$ cat src/rtl/pixel_scan_sequencer.sv
// pixel_scan_sequencer: shifts a one-hot column/row select pattern into a pixel
// sensor through a handshaked chip driver, then issues the write-key command.
`default_nettype none

module pixel_scan_sequencer #(
   parameter int N_COLS  = 32,
   parameter int N_ROWS  = 32,
   parameter int IDX_W   = 8,
   parameter int TIMEOUT = 4096
) (
   input  logic             clk,
   input  logic             rst,
   input  logic             i_start,
   input  logic [IDX_W-1:0] i_col,
   input  logic [IDX_W-1:0] i_row,
   output logic             o_busy,
   output logic             o_done,
   output logic             o_err,
   output logic             o_write_col,
   output logic             o_write_row,
   output logic             o_write_key,
   output logic             o_data_col,
   output logic             o_data_row,
   input  logic             i_drv_rdy
);

   localparam int K_MAX = (N_COLS > N_ROWS) ? N_COLS : N_ROWS;
   localparam int KW    = (K_MAX > 1) ? $clog2(K_MAX) : 1;
   localparam int TW    = (TIMEOUT > 0) ? $clog2(TIMEOUT + 1) : 1;

   localparam logic [KW-1:0] K_LAST_COL = KW'(N_COLS - 1);
   localparam logic [KW-1:0] K_LAST_ROW = KW'(N_ROWS - 1);
   localparam logic [TW-1:0] T_LIMIT    = TW'(TIMEOUT);
   localparam logic [31:0]   NC         = 32'(N_COLS);
   localparam logic [31:0]   NR         = 32'(N_ROWS);

   typedef enum logic [1:0] {IDLE, ISSUE, WAIT_ACK, WAIT_RDY} state_t;
   typedef enum logic [1:0] {PH_COL, PH_ROW, PH_KEY} phase_t;

   state_t           state, state_n;
   phase_t           phase, phase_n;
   logic [KW-1:0]    k, k_n;
   logic [TW-1:0]    tcnt, tcnt_n;
   logic [IDX_W-1:0] col_q, col_n, row_q, row_n;
   logic             busy_n, done_n, err_n;
   logic             wcol_n, wrow_n, wkey_n, dcol_n, drow_n;
   logic             timed_out;
   logic             in_range;
   logic             col_hit, row_hit;

   assign timed_out = (tcnt == T_LIMIT);
   assign in_range  = (32'(i_col) < NC) && (32'(i_row) < NR);
   // The first bit shifted ends up deepest in the chain, so the select bit
   // for index n has to go out on command N-1-n.
   assign col_hit   = (32'(k) == (NC - 32'd1 - 32'(col_q)));
   assign row_hit   = (32'(k) == (NR - 32'd1 - 32'(row_q)));

   always_ff @(posedge clk or negedge rst) begin
      if (!rst) begin
         state       <= IDLE;
         phase       <= PH_COL;
         k           <= '0;
         tcnt        <= '0;
         col_q       <= '0;
         row_q       <= '0;
         o_busy      <= 1'b0;
         o_done      <= 1'b0;
         o_err       <= 1'b0;
         o_write_col <= 1'b0;
         o_write_row <= 1'b0;
         o_write_key <= 1'b0;
         o_data_col  <= 1'b0;
         o_data_row  <= 1'b0;
      end else begin
         state       <= state_n;
         phase       <= phase_n;
         k           <= k_n;
         tcnt        <= tcnt_n;
         col_q       <= col_n;
         row_q       <= row_n;
         o_busy      <= busy_n;
         o_done      <= done_n;
         o_err       <= err_n;
         o_write_col <= wcol_n;
         o_write_row <= wrow_n;
         o_write_key <= wkey_n;
         o_data_col  <= dcol_n;
         o_data_row  <= drow_n;
      end
   end

   always_comb begin
      state_n = state;
      phase_n = phase;
      k_n     = k;
      tcnt_n  = tcnt;
      col_n   = col_q;
      row_n   = row_q;
      busy_n  = o_busy;
      done_n  = 1'b0;
      err_n   = 1'b0;
      wcol_n  = 1'b0;
      wrow_n  = 1'b0;
      wkey_n  = 1'b0;
      dcol_n  = 1'b0;
      drow_n  = 1'b0;

      case (state)
         IDLE: begin
            if (i_start) begin
               if (in_range) begin
                  col_n   = i_col;
                  row_n   = i_row;
                  phase_n = PH_COL;
                  k_n     = '0;
                  tcnt_n  = '0;
                  busy_n  = 1'b1;
                  state_n = ISSUE;
               end else begin
                  err_n = 1'b1;
               end
            end
         end

         ISSUE, WAIT_ACK, WAIT_RDY: begin
            if (timed_out) begin
               // Driver never answered: abandon the sequence without done.
               state_n = IDLE;
               phase_n = PH_COL;
               k_n     = '0;
               tcnt_n  = '0;
               busy_n  = 1'b0;
               err_n   = 1'b1;
            end else begin
               tcnt_n = tcnt + 1'b1;
               if (state == ISSUE) begin
                  if (i_drv_rdy) begin
                     state_n = WAIT_ACK;
                     case (phase)
                        PH_COL: begin
                           wcol_n = 1'b1;
                           dcol_n = col_hit;
                        end
                        PH_ROW: begin
                           wrow_n = 1'b1;
                           drow_n = row_hit;
                        end
                        default: wkey_n = 1'b1;
                     endcase
                  end
               end else if (state == WAIT_ACK) begin
                  if (!i_drv_rdy) state_n = WAIT_RDY;
               end else if (i_drv_rdy) begin
                  tcnt_n  = '0;
                  state_n = ISSUE;
                  case (phase)
                     PH_COL: begin
                        if (k == K_LAST_COL) begin
                           k_n     = '0;
                           phase_n = PH_ROW;
                        end else begin
                           k_n = k + 1'b1;
                        end
                     end
                     PH_ROW: begin
                        if (k == K_LAST_ROW) begin
                           k_n     = '0;
                           phase_n = PH_KEY;
                        end else begin
                           k_n = k + 1'b1;
                        end
                     end
                     default: begin
                        state_n = IDLE;
                        phase_n = PH_COL;
                        k_n     = '0;
                        busy_n  = 1'b0;
                        done_n  = 1'b1;
                     end
                  endcase
               end
            end
         end

         default: state_n = IDLE;
      endcase
   end

endmodule

`default_nettype wire

$ cat config.mk
export PLATFORM = sky130hd
export DESIGN_NAME = pixel_scan_sequencer
export DESIGN_NICKNAME = d
export VERILOG_FILES = /design/src/rtl/pixel_scan_sequencer.sv
export SDC_FILE = /design/constraint.sdc
export NUM_CORES = 1
export LEC_CHECK = 0
export CAP_MARGIN = 10
export CELL_PAD_IN_SITES_DETAIL_PLACEMENT = 0
export CELL_PAD_IN_SITES_GLOBAL_PLACEMENT = 1
export CORE_UTILIZATION = 44
export CTS_CLUSTER_DIAMETER = 200
export DETAILED_ROUTE_END_ITERATION = 10
export GPL_TIMING_DRIVEN = 1
export PLACE_DENSITY_LB_ADDON = 0.1
export SYNTH_ARGS = -nofsm -noshare
export SYNTH_HDL_FRONTEND = slang
export SYNTH_SLANG_ARGS = --single-unit
$ cat constraint.sdc
create_clock -name clk -period 2.5 [get_ports clk]
set_input_delay 0.5 -clock clk [delete_from_list [all_inputs] [get_ports clk]]
set_output_delay 0.5 -clock clk [all_outputs]
set_load 0.01 [all_outputs]
Word level (Yosys, flattened, before mapping). Index checks and enable logic that the tools add are counted.

Add/sub/neg operators: 4. Equal/unequal tests: 19. Order comparisons: 2. Muxes and demuxes: 77. Reduce and logical (&&, ||, !) cells: 11.

Operators with widths (count): 13-bit two-way mux (6); 5-bit by 32-bit == test with 1-bit output (2); 1-bit two-way mux (40); 5-bit two-way mux (8); 2-bit two-way mux (16); 13-bit one-hot mux with 2 select lines (1); 5-bit by 8-bit subtractor with 9-bit output (first input constant) (2); 8-bit by 6-bit less-than comparator with 1-bit output (second input constant) (2); 4-bit inequality test (second input constant) (4); 13-bit by 1-bit adder with 13-bit output (second input constant) (1); 13-bit == test (second input constant) (1); 3-bit inequality test (second input constant) (4); 2-bit one-hot mux with 2 select lines (3); 5-bit one-hot mux with 2 select lines (1); 5-bit AND reduction (2); 7-bit AND reduction (1); 6-bit AND reduction (1); 5-bit by 1-bit adder with 5-bit output (second input constant) (1); 5-bit == test (second input constant) (1); 5-bit inequality test (second input constant) (1); 2-bit by 1-bit == test with 1-bit output (second input constant) (2); 2-bit == test (second input constant) (2); 2-bit logical NOT (2); 2-bit inequality test (second input constant) (2); other kinds (6) (7).

Bits in registers: 46. Output and inout bits: 8.

Depth between registers and ports, before layout.
Depth in word-level cells: 8. Gate-level depth with buffers: 8. Gate-level depth less buffers: 7.

Worst setup path before layout. Ideal clock, no wire load.

Kind: flip-flop to flip-flop. Start: register k[0]. End: register k[3]. Setup time: 0.069 ns. Arrival: 1.695 ns. Path slack: 0.736 ns. Cell stages (with the launch flop): 8. Path through: dfrtp_1 -> ha_1 -> and3_1 -> ha_1 -> or3_1 -> nor3_1 -> nand4_1 -> nand3_1.

Cells in the longest elaborated chain, start to end: 8.

RTL lines: from (decl) (line 42) `logic [KW-1:0] k, k_n;`; from (signal assigned) (line 77) `k <= k_n;`; 5-bit by 1-bit adder with 5-bit output or 5-bit == test (tied branches); 5-bit two-way mux * (line 158, 166); 5-bit two-way mux *; 5-bit two-way mux * (line 153) `end else if (i_drv_rdy) begin`; 5-bit two-way mux * (line 151) `end else if (state == WAIT_ACK) begin`; 5-bit two-way mux * (line 136) `if (state == ISSUE) begin`; 5-bit two-way mux * (line 126) `if (timed_out) begin`; 5-bit one-hot mux with 2 select lines * (line 108) `case (state)`.

Every way passes the cells marked *; elsewhere a longest branch is shown, timed or not. The select of a mux whose other input is x is not followed. A chain may end at the register's enable or synchronous reset.

Final worst setup path.
Start: register state[1]. End: register k[1].

Cells in the longest elaborated chain, start to end: 4.

RTL lines: from (decl) (line 40) `state_t state, state_n;`; from (signal assigned) (line 75) `state <= state_n;`; 2-bit by 1-bit == test with 1-bit output, or another cell as far along (line 108, 136); 3-bit OR reduction (line 108); 3-bit inequality test (no line); 5-bit AND reduction (no line).

Several ways; a longest one is shown, not always the timed one.

==> out/qor.csv <==
stage,metric,value,unit
sta,Hold Fails Final Rpt,0,
synth,post-synthesis xor/xnor area fraction,3.33,%
place,input/output buffers,27,
setup_path,R2R Setup Slk,240,ps
synth,mux cell area share after synthesis,4.28,%
routing,drt wl/cell,16.6,um
outcome,status,completed,
floorplan,Ports,28,
clock_network,setup bufs post-CTS,0,
finish,Layout fillers,511,
pwr,switch share,39.9,%
setup_path,Required @ worst endpoint,2690,ps
setup_path,CP Capture Type,register,
synth,main combinational cell family by area after synthesis,simple AND/OR/NAND/NOR gates,
sta,Slew @ Worst Pin,717,ps
synth,Area contributors post-synth,"dfrtp_1 (44%), ha_1 (5.7%), mux2_2 (3.0%), nand3_1 (2.3%), nor3_1 (2.3%)",
synth,Main synth FF type,dfrtp_1,
synth,register area share after synthesis,43.7,%
place,HPWL Detailed,4.33,mm
synth,Synth Area in Simple Gates,21.1,%
pwr,Max IR drop VDD,0.411,mV
synth,synthesized flop and latch total,46,
synth,post-synthesis async set-or-reset flop share,100,%
routing,total wire length,5.98,mm
synth,Post-synth EDFFs,0,
pwr,pwr dens,805,mW/mm2
global_routing,largest net degree at the start of global routing,47,
finish,Area growth syn-to-layout,17.2,%
synth,Syn Std Cell Area,0.00263,mm2
sta,Final Worst Setup Slack,241,ps
finish,Reg area,0.00115,mm2
routing,Remaining DRCs,0,
clock_network,Resized Gates After CTS,0,
worst_hold_path,worst min path class,primary input to asynchronous set/reset pin,
sta,crit share post-route,90.4,%
routing,drt via density,5.88,
floorplan,Die Ht,79.3,um
flow_run,Max-Cap Viols,0,
sta,minimum clock period,2260,ps
sta,final setup fails,0,
sta,RSZ-0062 raised after global routing,no,
place,GPL Wtd Cong,0.833,
clock_network,CTS tree,done,
sta,Final Skew,7.77,ps
setup_path,kind of critical path,register to register,
sta,Rel. slew slack,51.9,%
global_routing,grt total ovfl,0,
setup_path,startpoint types,register,
synth,Post-Synth Adder-Cell Area,5.71,%
global_routing,initial antenna violation count,0,
synth,post-synth top area share,43.7,%
floorplan,die area,0.00629,mm2
global_routing,vias in the first global route,2035,
synth,Post-Syn Instances,254,
global_routing,first-pass GRT wire length,9.91,mm
clock_network,clock sink total,46,
sta,Hold WS,277,ps
routing,drt pass-1 iters,4,
pwr,Int Power,1.49,mW
synth,Ys Warns,0,
finish,post-layout util,54.7,%
setup_path,RR Startpoint,state[1]$_DFFE_PN0P_,
floorplan,Die Width,79.3,um
place,dpl ws,159,ps
clock_network,cts bufs inserted,5,
setup_path,arrival time worst endpoint,2450,ps
clock_network,hold_buf cts,0,
synth,leading area contributor after synthesis,dfrtp_1,
pwr,standby leakage power,1.33,nW
floorplan,core area,0.00564,mm2
routing,Detail Route Antenna Nets,0,
global_routing,GRT Total Usage,20.5,%
finish,Multi-input gate area,0.00136,mm2
sta,max-slew violations,0,
sta,FMAX,0.443,GHz
finish,layout cells sized above 1,12.8,%
synth,syn_area_per_cell,10.4,um2
pwr,Flop pwr share,39.8,%
clock_network,clk buf depth,2,
setup_path,crit-path max FO,13,
finish,ant diodes,0,
routing,DR iter-0 viols,134,
synth,Synth cell types,54,
clock_network,Clock Pin Slew Worst Setup and Hold Paths,90,ps
synth,Synth Area in Compound Gates,17.2,%
routing,Vias,2117,
clock_network,Clock Tree Root,clkbuf_8,
sta,setup_tns,0,ps
place,DP Cell Count,352,
finish,Finished Layout Cells,360,
synth,syn_nets,286,
pwr,Comb pwr share,41.4,%
pwr,sw power,0.991,mW
pwr,clock power share,18.8,%
clock_network,H-tree lvl count,2,
floorplan,Initial Utilization,46.6,%
setup_path,critical register-to-register path endpoint,k[1]$_DFFE_PN0P_,
clock_network,"Clk Latency, worst-skew pair",300,ps
setup_path,R2R depth,5,
floorplan,Row Count,27,
finish,final net count,319,
-- power groups by stage --
stage / sequential, mW / combinational [mW] / clock, mW
2_1_floorplan: 0.956 / 0.747 / 0
3_3_place_gp: 0.998 / 1.03 / 0
3_5_place_dp: 1.00 / 1.03 / 0
4_1_cts: 0.986 / 1.03 / 0.479
5_1_grt: 1.00 / 1.15 / 0.511
6_report: 0.987 / 1.03 / 0.467
-- registers in the layout (all words and copies together), names as in the netlist --
name,flops
col_q,8
k,5
o_busy,1
o_data_col,1
o_data_row,1
o_done,1
o_err,1
o_write_col,1
o_write_key,1
o_write_row,1
phase,2
row_q,8
state,2
tcnt,13
-- metrics by stage --
stage	power, mW	area [um2]
floorplan	1.70	2630
global placement	2.02	2990
detailed placement	2.03	2990
CTS	2.50	3080
global route	2.67	3080
finish	2.48	3080
-- layout make-up --
class                   instances  area share [%]
flip-flops and latches         46            37.3
clock inverters                 3           0.690
repair buffers                 38            11.3
clock buffers                   5            2.23
inverters                      13            1.58
multi-input cells             183            44.0
well taps                      72            2.92
-- worst max-delay path: stages, from the launching register on --
cell and delay (ps):
dfrtp_1 430, inv_1 150, ha_1 370, a21boi_2 650, nor2_1 220, a32o_1 310
-- worst max-delay path by stage --
stage,start,endpoint,depth (start not counted),slack [ps]
finish,state[1]$_DFFE_PN0P_,k[1]$_DFFE_PN0P_,5,240
global route,state[0]$_DFFE_PN0P_,k[1]$_DFFE_PN0P_,5,100
CTS,state[1]$_DFFE_PN0P_,k[1]$_DFFE_PN0P_,5,260
detailed placement,i_col[6],k[1]$_DFFE_PN0P_,5,160
global placement,i_start,k[1]$_DFFE_PN0P_,5,180
floorplan,k[0]$_DFFE_PN0P_,k[3]$_DFFE_PN0P_,7,740
-- cell families after synthesis --
logic type	Yosys count
flops	46
compound gates	62
buf+inv	25
fa+ha+maj	12
simple gates	89
xor+xnor	10
mux	10
-- routing by layer --
| layer | global-route usage, % | part of all wire [%] | vias up |
|---|---|---|---|
| li1 | - | - | 1017 |
| met1 | 28.3 | 49 | 1061 |
| met2 | 33.3 | 47 | 35 |
| met3 | 3.79 | 3.6 | 4 |
| met4 | 4.91 | 0.55 | 0 |
| met5 | 0 | 0 | - |
-- Yosys cell counts, types with 4 or more instances --
cell type  number
dfrtp_1        46
nand2_1        15
inv_1          13
ha_1           12
nand3_1        12
nor3_1         12
nor2_1         10
o21ai_0         9
a31oi_1         7
mux2_2          7
o31ai_1         7
nor4_1          6
xnor2_1         6
a22o_1          5
clkbuf_1        5
o21ai_1         5
a32o_1          4
nand4_1         4
nor2b_1         4
o211ai_1        4
xor2_1          4
-- placed cells by master, fill, tap and decap left out, drive strengths merged, types with 8 or more instances in the layout --
cell            n
dfrtp          46
inv            13
nand3          13
nand2          15
o21ai          14
nor3           13
clkdlybuf4s50  26
ha             12
nor2           10
mux2           10
nor4            8
buf            12
(Power assumes the default switching activity.)
